[config.mk]
export PLATFORM = sky130hd
export DESIGN_NAME = fma_pipe_stage_elastic
export DESIGN_NICKNAME = d
export VERILOG_FILES = /design/src/rtl/fma_pipe_stage_elastic.sv
export SDC_FILE = /design/constraint.sdc
export NUM_CORES = 1
export LEC_CHECK = 0
export CELL_PAD_IN_SITES_DETAIL_PLACEMENT = 1
export CELL_PAD_IN_SITES_GLOBAL_PLACEMENT = 2
export CORE_MARGIN = 3
export CORE_UTILIZATION = 25
export DETAILED_ROUTE_END_ITERATION = 6
export PLACE_DENSITY = 0.9
export SLEW_MARGIN = 10
export SYNTH_ARGS = -nofsm -noshare
export SYNTH_HDL_FRONTEND = slang
export SYNTH_SLANG_ARGS = --single-unit
[constraint.sdc]
create_clock -name clk -period 1.7 [get_ports clk]
set_input_delay 0.34 -clock clk [delete_from_list [all_inputs] [get_ports clk]]
set_output_delay 0.34 -clock clk [all_outputs]
set_load 0.02 [all_outputs]
[src/rtl/fma_pipe_stage_elastic.sv]
// Elastic valid/ready register for the FMA alignment bundle; FMA_PIPE_SKID_EN adds a 2-entry skid path.
// Latency 1 cycle; flush kills held and incoming bundles. In the skid build in_ready is registered,
// otherwise in_ready = ~out_valid | out_ready.
module fma_pipe_stage_elastic #(
   parameter int EXP_W  = 8,
   parameter int SIG_W  = 50,
   parameter int FLAG_W = 2
) (
   input  logic              clk,
   input  logic              rst_n,
   input  logic              flush,
   input  logic              in_valid,
   output logic              in_ready,
   input  logic [EXP_W-1:0]  exp_P_in,
   input  logic [SIG_W-1:0]  sig_P_in,
   input  logic [FLAG_W-1:0] two_en_in,
   input  logic [EXP_W-1:0]  exp_C_in,
   input  logic [SIG_W-1:0]  sig_C_in,
   output logic              out_valid,
   input  logic              out_ready,
   output logic [EXP_W-1:0]  exp_P_out,
   output logic [SIG_W-1:0]  sig_P_out,
   output logic [FLAG_W-1:0] two_en_out,
   output logic [EXP_W-1:0]  exp_C_out,
   output logic [SIG_W-1:0]  sig_C_out,
   output logic [1:0]        occupancy
);

   typedef struct packed {
      logic [EXP_W-1:0]  exp_p;
      logic [SIG_W-1:0]  sig_p;
      logic [FLAG_W-1:0] two_en;
      logic [EXP_W-1:0]  exp_c;
      logic [SIG_W-1:0]  sig_c;
   } bundle_t;

   typedef enum logic [1:0] {
      EMPTY = 2'd0,
      ONE   = 2'd1,
      TWO   = 2'd2
   } state_t;

   state_t  state_q, state_d;
   bundle_t main_q, main_d;
   bundle_t in_bundle;
   logic    in_fire, out_fire;

   assign in_bundle = '{exp_p: exp_P_in, sig_p: sig_P_in, two_en: two_en_in,
                        exp_c: exp_C_in, sig_c: sig_C_in};

   assign out_valid  = (state_q != EMPTY);
   assign occupancy  = state_q;
   assign exp_P_out  = main_q.exp_p;
   assign sig_P_out  = main_q.sig_p;
   assign two_en_out = main_q.two_en;
   assign exp_C_out  = main_q.exp_c;
   assign sig_C_out  = main_q.sig_c;
   assign in_fire    = in_valid & in_ready;
   assign out_fire   = out_valid & out_ready;

`ifdef FMA_PIPE_SKID_EN
   bundle_t skid_q, skid_d;
   logic    in_ready_q, in_ready_d;

   // in_ready comes straight from a flop so out_ready never reaches upstream combinationally
   assign in_ready = in_ready_q;

   always_comb begin
      state_d    = state_q;
      main_d     = main_q;
      skid_d     = skid_q;
      if (flush) begin
         state_d = EMPTY;
      end else begin
         case (state_q)
            EMPTY: if (in_fire) begin
               state_d = ONE;
               main_d  = in_bundle;
            end
            ONE: begin
               if (in_fire && out_fire) begin
                  main_d = in_bundle;
               end else if (in_fire) begin
                  state_d = TWO;
                  skid_d  = in_bundle;
               end else if (out_fire) begin
                  state_d = EMPTY;
               end
            end
            TWO: if (out_fire) begin
               state_d = ONE;
               main_d  = skid_q;
            end
            default: state_d = EMPTY;
         endcase
      end
      in_ready_d = (state_d != TWO);
   end

   always_ff @(posedge clk or negedge rst_n) begin
      if (!rst_n) begin
         state_q    <= EMPTY;
         main_q     <= '0;
         skid_q     <= '0;
         in_ready_q <= 1'b1;
      end else begin
         state_q    <= state_d;
         main_q     <= main_d;
         skid_q     <= skid_d;
         in_ready_q <= in_ready_d;
      end
   end
`else
   assign in_ready = ~out_valid | out_ready;

   always_comb begin
      state_d = state_q;
      main_d  = main_q;
      if (flush) begin
         state_d = EMPTY;
      end else begin
         case (state_q)
            EMPTY: if (in_fire) begin
               state_d = ONE;
               main_d  = in_bundle;
            end
            // in ONE an accept implies a simultaneous drain, so the register just reloads
            ONE: begin
               if (in_fire) begin
                  main_d = in_bundle;
               end else if (out_fire) begin
                  state_d = EMPTY;
               end
            end
            default: state_d = EMPTY;
         endcase
      end
   end

   always_ff @(posedge clk or negedge rst_n) begin
      if (!rst_n) begin
         state_q <= EMPTY;
         main_q  <= '0;
      end else begin
         state_q <= state_d;
         main_q  <= main_d;
      end
   end
`endif

endmodule

==> results.yml <==
logic_synthesis:
  synth_top_family_by_area: "multiplexers"
  synth_top_area_share_pct: 65.13
  synth_edf_count: 0
  yosys-top-cells-count: "dfrtp_1 (119), mux2_2 (98), mux2_4 (20)"
  yosys.area_share.simple_pct: 0.7389
  synthArstFlopShare_pct: 100.0
  ys_seq_area_share_pct: 65.13
  syn_avg_cell_area_sq_um: 17.72
  synth_flop_cell: "dfrtp_1"
  yosysTopAreaCell: "dfrtp_1"
  ys_seq_elements: 119
  synthMuxAreaShare_pct: 30.71
  synthAdderAreaFrac_pct: 0
  syn-cell-area_sq_um: 4572
  synth_xor_area_share_pct: 0
  ys_warn_count: 0
  ys_top_cells_by_area: "dfrtp_1 (65%), mux2_2 (24%), mux2_4 (6.6%)"
  synth_nets: 381
  synth_cells: 258
  synth.most_common_cell: "dfrtp_1"
  synth_compound_area_share_pct: 0
  yosys.cell_types.count: 12
timing:
  fin_crit_sh_pct: 95.95
  finalSetupTns_ns: 0
  finClkSkew_ns: 0.004013
  period_needed_ns: 1.631
  rsz0062_at_grt: "no"
  hold_viol: 0
  drv_slew: 0
  fmax_mhz: 613.0
  setup_slack_ns: 0.06880
  finalSetupViolations: 0
finish:
  fin_nets: 649
  final_cell_area_sq_um: 7777
  antenna_cells: 0
  drive_above_1_share_pct: 31.35
  fin_cells: 764
  area_delta_synth_final_pct: 70.11
routing:
  via_count: 3193
  wl_um: 13230
  avgViaCountPerCell: 4.179
  drt_iter0_drc: 63
  antenna_left: 0
  drc: 0
  first_pass_iters: 2
  wl_per_cell_um: 17.32
die:
  core_sq_um: 17600
  start_util_pct: 25.98
  dieArea_sq_um: 19950
  die_x_um: 141.2
  die_y_um: 141.2
  row_count: 48
  ios: 245
worst_setup_path:
  cp_slowest_cell: "dfrtp_1"
  worstSetupPathType: "reg -> reg"
  crit_chain: "nor2b_4, nor3b_4, buf_12, buf_12, mux2_2"
  timing.rr.start: "occupancy[0]"
  critPathBufInv: 2
  critPathTopFamily: "flip-flops"
  rr_worst_depth: 5
  crit_fanout: 19
  cp-end-kind: "register"
  cpMostUsedCell: "buf_12"
  r2r-end: "sig_C_out[8]"
  required_ns: 1.98
  worst_ep_arrival_time_ns: 1.91
  slowest_delay_ns: 0.39
  worstSetupStartpointType: "register"
  r2r_slack_ns: 0.07
placement:
  port_buffers: 243
  place_area_sq_um: 7353
  hpwl_um: 10320
  post-place-ws_ns: -0.3280
  place_congestion: 0.7421
  dp_cells: 731
cts:
  post-cts-setup-buffers: 0
  clock_latency_ns: 0.40
  cts_tree: "yes"
  clk_pin_slew_ns: 0.05
  cts_buffers: 17
  htreeDepth: 4
  clock_path_buffers: 2
  clock-root-buffer: "clkbuf_16"
  clock-sinks: 119
global_route:
  overflow: 0
  grt_first_pass_wirelength_um: 20690
  antenna_found_initial: 0
  grt_max_degree: 57
  gr-usage-all-layers_pct: 13.37
  grt_pass1_vias: 3739
status:
  status: "completed"
power_and_ir_drop:
  power.leakage_uw: 0.003462
  peakVddDrop_mv: 0.6219
  power.density_nw_per_um2: 1204
  total_power_uw: 9365
run:
  cap_violations: 0
worst_hold_path:
  min_path_type: "in -> async"
## routing by layer
metal	routed length [um]	vias up	share of wire, %	track usage, %
li1	-	1444	-	-
met1	5017	1582	38	14.54
met2	6839	149	52	23.48
met3	1100	18	8.3	5.360
met4	272	0	2.1	4.793
met5	0	-	0	0
## area by class of cell
type                       count  area (sq um)
fill                        1814          9819
sequential                   119          2978
timing repair buffer         264          2497
multi-input combinational    123          1448
clock buffer                  24         471.7
tap                          225         281.5
clock inverter                 8         97.59
inverter                       1         3.754
## state kept, by name (all words and copies together) (netlist names)
signal / flops
sig_C_out: 50
sig_P_out: 50
exp_C_out: 8
exp_P_out: 8
two_en_out: 2
occupancy: 1
## timing repair
| action | 4_1_cts | 5_1_grt |
|---|---|---|
| endpoints found under the setup margin | 121 | 1 |
| hold endpoints to repair | 25 | 0 |
| hold buffers | 1 | 0 |
| cloned | 0 | 0 |
| resized for setup | 122 | 1 |
## layout by cell type (no fill, tap or decap), drive strengths merged
cell type / n
clkdlybuf4s50: 121
clkbuf: 25
inv: 1
nor2b: 1
buf: 21
clkinvlp: 3
mux2: 118
conb: 1
bufinv: 2
nor3b: 1
nor2: 2
dlygate4sd3: 1
clkinv: 3
dlygate4sd2: 120
dfrtp: 119
## power breakdown
part / total, uW / switching (uW) / internal (uW)
Combinational: 2350 / 1170 / 1180
Clock: 3450 / 1220 / 2230
Sequential: 3560 / 244 / 3320
## through the flow
step / hold slack, ns / utilization [%]
finish: 0.4181 / 44.20
CTS: 0.4182 / 44.23
detailed placement: 0.2910 / 41.79
floorplan: 0.04441 / -
global route: 0.4454 / 44.20
global placement: 0.2841 / 41.79
## cells by family after synthesis
kind of cell,Yosys count
DFF,119
muxes,118
buffers and inverters,16
and+or+nand+nor,4
other,1
## worst max path at each step
stage	start	end	slack, ns	cells after the start
floorplan	occupancy[0]	sig_P_out[24]	0.09	6
global placement	out_ready	sig_P_out[21]	-0.28	6
detailed placement	out_ready	sig_C_out[8]	-0.33	6
CTS	occupancy[0]	in_ready	0.02	3
global route	occupancy[0]	sig_C_out[8]	0.02	5
finish	occupancy[0]	sig_C_out[8]	0.07	5
(Power assumes the default switching activity.)
